==> config.mk <==
export PLATFORM = sky130hd
export DESIGN_NAME = vigna_prefetch_flat
export DESIGN_NICKNAME = d
export VERILOG_FILES = /design/src/rtl/vigna_prefetch_if.sv /design/src/rtl/vigna_prefetch.sv /design/src/flat_wrapper.sv
export SDC_FILE = /design/constraint.sdc
export NUM_CORES = 1
export LEC_CHECK = 0
export ABC_AREA = 1
export CORE_UTILIZATION = 50
export DETAILED_ROUTE_END_ITERATION = 10
export GPL_TIMING_DRIVEN = 0
export PLACE_DENSITY = 0.72
export SYNTH_ARGS = -nofsm -noshare
export SYNTH_HDL_FRONTEND = slang
export SYNTH_SLANG_ARGS = --single-unit
==> constraint.sdc <==
create_clock -name clk -period 4.8 [get_ports clk]
set_input_delay 1.2 -clock clk [delete_from_list [all_inputs] [get_ports clk]]
set_output_delay 1.2 -clock clk [all_outputs]
set_load 0.01 [all_outputs]
==> src/rtl/vigna_prefetch_if.sv <==
// Bus and core-side signal bundle for the vigna instruction prefetch queue.
// "master" is the prefetcher's view; "slave" is the view of the bus/core around it.
interface vigna_prefetch_if #(
    parameter int unsigned DEPTH = 4
);
    localparam int LVL_W = $clog2(DEPTH + 1);

    logic              i_valid;
    logic              i_ready;
    logic [31:0]       i_addr;
    logic [31:0]       i_rdata;
    logic              inst_valid;
    logic              inst_ready;
    logic [31:0]       inst_data;
    logic [31:0]       inst_pc;
    logic              redirect;
    logic [31:0]       redirect_pc;
    logic [LVL_W-1:0]  fifo_level;

    modport master (
        output i_valid, i_addr, inst_valid, inst_data, inst_pc, fifo_level,
        input  i_ready, i_rdata, inst_ready, redirect, redirect_pc
    );

    modport slave (
        input  i_valid, i_addr, inst_valid, inst_data, inst_pc, fifo_level,
        output i_ready, i_rdata, inst_ready, redirect, redirect_pc
    );
endinterface

==> src/rtl/vigna_prefetch.sv <==
// Instruction prefetch queue: keeps at most one bus read in flight and buffers
// fetched {pc, data} words in a circular queue until the core consumes them.
module vigna_prefetch #(
    parameter int unsigned DEPTH      = 4,
    parameter logic [31:0] RESET_ADDR = 32'h0000_0000
) (
    input  logic             clk,
    input  logic             resetn,
    vigna_prefetch_if.master bus
);
    localparam int PTR_W = $clog2(DEPTH);
    localparam int LVL_W = $clog2(DEPTH + 1);

    logic              req_q, req_d;
    logic [31:0]       addr_q, addr_d;
    logic [31:0]       fp_q, fp_d;
    logic              discard_q, discard_d;
    logic [PTR_W-1:0]  head_q, head_d;
    logic [PTR_W-1:0]  tail_q, tail_d;
    logic [LVL_W-1:0]  level_q, level_d;

    logic [31:0]       pc_mem   [DEPTH];
    logic [31:0]       data_mem [DEPTH];

    logic              done;
    logic              pop;
    logic              push;
    logic              busy_next;
    logic [31:0]       target;
    logic [31:0]       fp_eff;

    always_comb begin
        done      = req_q & bus.i_ready;
        pop       = (level_q != '0) & bus.inst_ready;
        push      = done & ~bus.redirect & ~discard_q;
        busy_next = req_q & ~done;
        target    = {bus.redirect_pc[31:2], 2'b00};

        head_d    = head_q;
        tail_d    = tail_q;
        level_d   = level_q;
        discard_d = discard_q;
        fp_eff    = fp_q;

        if (bus.redirect) begin
            // A still-outstanding read must run to completion, so mark its data as stale.
            level_d   = '0;
            head_d    = tail_q;
            fp_eff    = target;
            discard_d = busy_next;
        end else begin
            if (push) tail_d = tail_q + PTR_W'(1);
            if (pop)  head_d = head_q + PTR_W'(1);
            level_d = level_q + LVL_W'(push) - LVL_W'(pop);
            if (done) discard_d = 1'b0;
        end

        req_d  = req_q;
        addr_d = addr_q;
        fp_d   = fp_eff;
        // Only issue when the queue has room for the returning word.
        if (!busy_next) begin
            if (level_d < LVL_W'(DEPTH)) begin
                req_d  = 1'b1;
                addr_d = fp_eff;
                fp_d   = fp_eff + 32'd4;
            end else begin
                req_d  = 1'b0;
            end
        end
    end

    always_ff @(posedge clk) begin
        if (!resetn) begin
            req_q     <= 1'b0;
            addr_q    <= RESET_ADDR;
            fp_q      <= RESET_ADDR;
            discard_q <= 1'b0;
            head_q    <= '0;
            tail_q    <= '0;
            level_q   <= '0;
        end else begin
            req_q     <= req_d;
            addr_q    <= addr_d;
            fp_q      <= fp_d;
            discard_q <= discard_d;
            head_q    <= head_d;
            tail_q    <= tail_d;
            level_q   <= level_d;
        end
    end

    always_ff @(posedge clk) begin
        if (push) begin
            pc_mem[tail_q]   <= addr_q;
            data_mem[tail_q] <= bus.i_rdata;
        end
    end

    assign bus.i_valid    = req_q;
    assign bus.i_addr     = addr_q;
    assign bus.inst_valid = (level_q != '0);
    assign bus.inst_data  = data_mem[head_q];
    assign bus.inst_pc    = pc_mem[head_q];
    assign bus.fifo_level = level_q;
endmodule

==> src/flat_wrapper.sv <==
// flat-port wrapper written by rule: the top's interface ports become plain ports
module vigna_prefetch_flat 
#(
    parameter int unsigned DEPTH      = 4,
    parameter logic [31:0] RESET_ADDR = 32'h0000_0000
)
  (clk, resetn, bus_i_valid, bus_i_addr, bus_inst_valid, bus_inst_data, bus_inst_pc, bus_fifo_level, bus_i_ready, bus_i_rdata, bus_inst_ready, bus_redirect, bus_redirect_pc);
  vigna_prefetch_if #(.DEPTH(DEPTH)) bus_i ();
  input  logic clk;
  input  logic resetn;
  output wire logic [$bits(bus_i.i_valid)-1:0] bus_i_valid;
  output wire logic [$bits(bus_i.i_addr)-1:0] bus_i_addr;
  output wire logic [$bits(bus_i.inst_valid)-1:0] bus_inst_valid;
  output wire logic [$bits(bus_i.inst_data)-1:0] bus_inst_data;
  output wire logic [$bits(bus_i.inst_pc)-1:0] bus_inst_pc;
  output wire logic [$bits(bus_i.fifo_level)-1:0] bus_fifo_level;
  input wire logic [$bits(bus_i.i_ready)-1:0] bus_i_ready;
  input wire logic [$bits(bus_i.i_rdata)-1:0] bus_i_rdata;
  input wire logic [$bits(bus_i.inst_ready)-1:0] bus_inst_ready;
  input wire logic [$bits(bus_i.redirect)-1:0] bus_redirect;
  input wire logic [$bits(bus_i.redirect_pc)-1:0] bus_redirect_pc;
  assign bus_i_valid = bus_i.i_valid;
  assign bus_i_addr = bus_i.i_addr;
  assign bus_inst_valid = bus_i.inst_valid;
  assign bus_inst_data = bus_i.inst_data;
  assign bus_inst_pc = bus_i.inst_pc;
  assign bus_fifo_level = bus_i.fifo_level;
  assign bus_i.i_ready = bus_i_ready;
  assign bus_i.i_rdata = bus_i_rdata;
  assign bus_i.inst_ready = bus_inst_ready;
  assign bus_i.redirect = bus_redirect;
  assign bus_i.redirect_pc = bus_redirect_pc;
  vigna_prefetch #(.DEPTH(DEPTH), .RESET_ADDR(RESET_ADDR)) u_core (.clk(clk), .resetn(resetn), .bus(bus_i));
endmodule
* After elaboration in Yosys (flattened, before gate mapping)
Memories as Yosys holds them, arrays and structs flattened. A register that Yosys moved wholly into a read port is not among the register bits.
Index checks and enable logic that the tools add are counted.
** Storage, ports and cells
- Output and inout port bits :: 101
- Memories kept :: 2
- Memory bits (writable) :: 256
- Register bits :: 73
- Input port bits :: 69
** Cells by class
- Add/sub/neg operators :: 5
- Reduce and logical (&&, ||, !) cells :: 5
- Order comparisons :: 1
- Mux-type cells :: 15
- Bitwise gates (word level) :: 9
** Memory list
- u_core.data_mem :: depth 4, bits a word 32, rd ports 1, clocked after Yosys merged registers in 1, write ports 1, line vigna_prefetch.sv:23 : logic [31:0] data_mem [DEPTH];
- u_core.pc_mem :: depth 4, bits a word 32, rd ports 1, clocked after Yosys merged registers in 1, write ports 1, line vigna_prefetch.sv:22 : logic [31:0] pc_mem [DEPTH];
** Operator list (count)
- $mux W32 :: 3
- $add A32 B3 Y32 const B :: 1
- $mux W2 :: 6
- $and A1 B1 Y1 :: 5
- $mux W1 :: 5
- $add A2 B1 Y2 const B :: 2
- $not A1 Y1 :: 4
- $reduce_and A2 Y1 :: 2
- $reduce_bool A2 Y1 :: 2
- $add A3 B1 Y3 :: 1
- $lt A3 B3 Y1 const B :: 1
- $mux W3 :: 1
- $reduce_bool A3 Y1 :: 1
- $sub A3 B1 Y3 :: 1

* Logic depth before layout (Yosys ltp)
- Depth after elaboration :: 9
- Depth in mapped cells :: 18
- Depth with buffers taken out :: 16

* Worst setup path before layout
No wires, ideal clock.
- Path kind :: in2reg
- Start :: input bus_redirect
- End :: memory u_core.data_mem[0][0] (enable)
- Arrival :: 4.473 ns
- Buffers on the path :: 2
- Cell stages on the path :: 5
- Path slack :: -0.159 ns
- Required time :: 4.313 ns
- Library setup time :: 0.487 ns
- Cells stage by stage :: buf_4 > buf_4 > nor2_1 > nand2_1 > nor2_1
** Between the ends
- Cells in the longest elaborated chain, start to end :: 5
** RTL lines
- start, declared :: line flat_wrapper.sv:20 : input wire logic [$bits(bus_i.redirect)-1:0] bus_redirect;
- $not A1 Y1 (no line)
- $and A1 B1 Y1 (2 in a row) :: line vigna_prefetch.sv:35 : push = done & ~bus.redirect & ~discard_q;
- $mux W1 :: line vigna_prefetch.sv:94 : if (push) begin
- $mux W1 (implied by the code) :: line vigna_prefetch.sv:96 : data_mem[tail_q] <= bus.i_rdata;
- end, declared :: line vigna_prefetch.sv:23
No other way between the ends.

==> impl_metrics.py <==
metrics = {
    "status": {
        "status": "finished clean",
    },
    "setup_path": {
        "cpPeakStageDelay_ns": 0.61,
        "critPathKind": "flip-flop to primary output",
        "cp_common_cell": "clkbuf_1",
        "crit_path_top_delay_cell": "clkdlybuf4s50_1",
        "worst-path-max-fanout": 10,
        "cp.required_ns": 3.60,
        "critical_path_buf_inv_count": 5,
        "critPathCaptureType": "primary output",
        "path_delay_family": "buffers and inverters",
        "worstPathCellList": "clkbuf_1 -> inv_1 -> clkbuf_1 -> clkbuf_1 -> nor2_1 -> o22ai_1 -> clkdlybuf4s50_1",
        "cp_data_arrival_time_ns": 3.14,
        "r2r_slack_ns": 1.73,
        "start_kind": "flip-flop",
    },
    "pwr": {
        "p_leak_nw": 6.00,
        "p_per_area_nw_per_um2": 394,
        "peakVddDrop_mv": 0.226,
        "finalPower_mw": 6.56,
    },
    "final_layout": {
        "area_growth_pct": 25.7,
        "fill_cells": 2026,
        "fin_cells": 1778,
        "final_nets": 1495,
        "n_antenna_cell": 0,
        "drive_above_1_share_pct": 7.35,
        "post-route-cell-area_sq_um": 16600,
    },
    "cts": {
        "ctsHoldBuffers": 0,
        "clockBufferDepth": 3,
        "cts.clk_slew.worst_paths_ns": 0.06,
        "ctsResizeCount": 0,
        "root_buffer": "clkbuf_16",
        "tritoncts": "built",
        "post-cts-setup-buffer-count": 0,
        "cts_sinks": 331,
        "cts-buffers-inserted": 34,
        "cts_max_level": 2,
        "clock_latency_ns": 0.51,
    },
    "place": {
        "place_area_sq_um": 15500,
        "hpwlAfterDp_um": 21900,
        "place_inst": 1717,
        "gp_congestion": 0.930,
        "portBuffers": 167,
        "post-place-ws_ns": 0.110,
    },
    "yosys": {
        "synthArstFlopShare_pct": 0,
        "synth-edff-count": 256,
        "syn_area_sq_um": 13200,
        "syn_nets": 1284,
        "synth_area_leader_cell": "edfxtp_1",
        "ys_top_cells_by_count": "edfxtp_1 (256), nor2_1 (231), nand2_1 (168), o21ai_0 (149), dfxtp_1 (75)",
        "synthTopCellsByArea": "edfxtp_1 (58%), dfxtp_1 (11%), nor2_1 (6.5%), o21ai_0 (5.6%), nand2_1 (4.8%)",
        "synth_most_common_cell": "edfxtp_1",
        "ys_seq_area_share_pct": 69.4,
        "synth.distinct_cells": 37,
        "synthCells": 1207,
        "ys_ff_latch": 331,
        "synth_area_per_cell_sq_um": 11.0,
        "synth_top_area_share_pct": 58.0,
        "yosysWarnings": 0,
        "ys.flop_type": "edfxtp_1",
    },
    "run": {
        "drv_cap": 0,
    },
    "global_routing": {
        "antenna_found_initial": 0,
        "grt_max_degree": 31,
        "grt_pass1_vias": 9169,
        "grt_overflow": 0,
        "grt_use_total_pct": 24.3,
        "grt_pass1_wl_um": 49600,
    },
    "routing": {
        "firstDrtPassIters": 6,
        "ant_nets": 0,
        "wl_per_cell_um": 18.3,
        "drt_drc_violations_left": 0,
        "drt-total-wl_um": 32600,
        "vias": 9560,
        "drt-vias-per-instance": 5.38,
        "drtIter0Drc": 853,
    },
    "sta": {
        "drv_slew": 0,
        "finalSetupViolations": 0,
        "setup_ws_ns": 0.459,
        "finClkSkew_ns": 0.0146,
        "rsz0062_at_grt": "false",
        "fmax_ghz": 0.230,
        "maxSlewHeadroom_pct": 45.4,
        "hold_violations": 0,
        "min_period_ns": 4.34,
        "worst_pin_slew_ns": 0.817,
        "fin_crit_sh_pct": 90.4,
        "hold_slack_ns": 0.455,
    },
    "die": {
        "die_w_um": 165,
        "core_sq_um": 26100,
        "die_area_sq_um": 27100,
        "die_h_um": 165,
        "ioPinCount": 170,
        "rows": 59,
        "start_util_pct": 50.8,
    },
    "min_path": {
        "hp-class": "flip-flop to flip-flop",
    },
}
==> cells by family after synthesis <==
kind of cell / count (synthesis) / synth area share [%]
simple gates: 457 / 14.0
flops: 331 / 69.4
compound gates: 271 / 11.4
fa+ha+maj: 8 / 0.812
buf+inv: 140 / 4.35
==> area by class of cell <==
cell class / count / area, sq um / share of cell area, %
Sequential cell: 331 / 9190 / 55.2
Inverter: 75 / 282 / 1.69
Clock buffer: 41 / 908 / 5.46
Buffer: 65 / 295 / 1.77
Clock inverter: 20 / 203 / 1.22
Timing Repair Buffer: 175 / 1840 / 11.0
Tap cell: 335 / 419 / 2.52
Multi-Input combinational cell: 736 / 3510 / 21.1
==> cells in the final DEF, fill, tap and decap left out, drive strengths merged <==
cell type | synthesis | routed
edfxtp | 256 | 256
nor2 | 243 | 243
nand2 | 172 | 172
clkdlybuf4s50 | 0 | 167
o21ai | 157 | 157
clkbuf | 51 | 92
dfxtp | 75 | 75
inv | 73 | 74
o22ai | 64 | 64
a211oi | 25 | 25
nand3 | 24 | 24
buf | 14 | 22
a21oi | 19 | 19
clkinv | 2 | 15
ha | 7 | 7
nand4 | 6 | 6
nand3b | 3 | 3
clkinvlp | 0 | 3
bufinv | 0 | 3
nor3 | 3 | 3
and2 | 2 | 2
a31oi | 2 | 2
o211ai | 2 | 2
or2 | 2 | 2
nor3b | 1 | 1
nor4 | 1 | 1
o21a | 1 | 1
a2111oi | 1 | 1
fa | 1 | 1
==> worst register-to-register path, cell delays in order, from the launching register on <==
cell and delay, ns:
dfxtp_1 0.32, inv_1 0.11, nand3_1 0.10, and2_1 0.15, clkbuf_1 0.16, ha_1 0.30, inv_1 0.04, ha_1 0.19
fa_1 0.38, inv_1 0.07, nand3_1 0.08, nand3_2 0.13, nand2_2 0.14, inv_2 0.16, clkbuf_1 0.46, a211oi_1 0.16
==> final timing paths <==
check                           startpoint                     to  cells past startpoint
setup reg to reg  u_core.bus.fifo_level[1]  u_core.bus.i_addr[30]                     15
setup / recovery                 flip-flop        bus_inst_pc[18]                      7
hold / removal              u_core.fp_q[1]         u_core.fp_q[1]                      2
hold reg to reg             u_core.fp_q[1]         u_core.fp_q[1]                      2
==> metal layers <==
| metal | share of wire (%) | GRT usage, % |
|---|---|---|
| met1 | 43 | 32.9 |
| met2 | 48 | 40.9 |
| met3 | 6.2 | 3.14 |
| met4 | 2.6 | 7.17 |
| met5 | 0 | 0 |
==> through the flow <==
step	utilization, %	TNS, ns
final	63.9	0
after global placement	58.9	-721.85
after CTS	63.9	0
after global routing	63.9	0
after detailed placement	59.6	0
after floorplan	-	-40.80
==> state kept, by name, indices dropped and copies added, names as in the netlist, named ones only <==
name,flops
u_core.bus.fifo_level,3
u_core.bus.i_addr,32
u_core.bus.i_valid,1
u_core.data_mem,128
u_core.discard_q,1
u_core.fp_q,32
u_core.head_q,2
u_core.pc_mem,128
u_core.tail_q,2
==> power breakdown <==
group / total, mW / switching (mW) / internal [mW]
logic: 0.703 / 0.392 / 0.310
clock network: 2.60 / 1.08 / 1.52
registers: 3.26 / 0.0731 / 3.19
(Power assumes the default switching activity.)
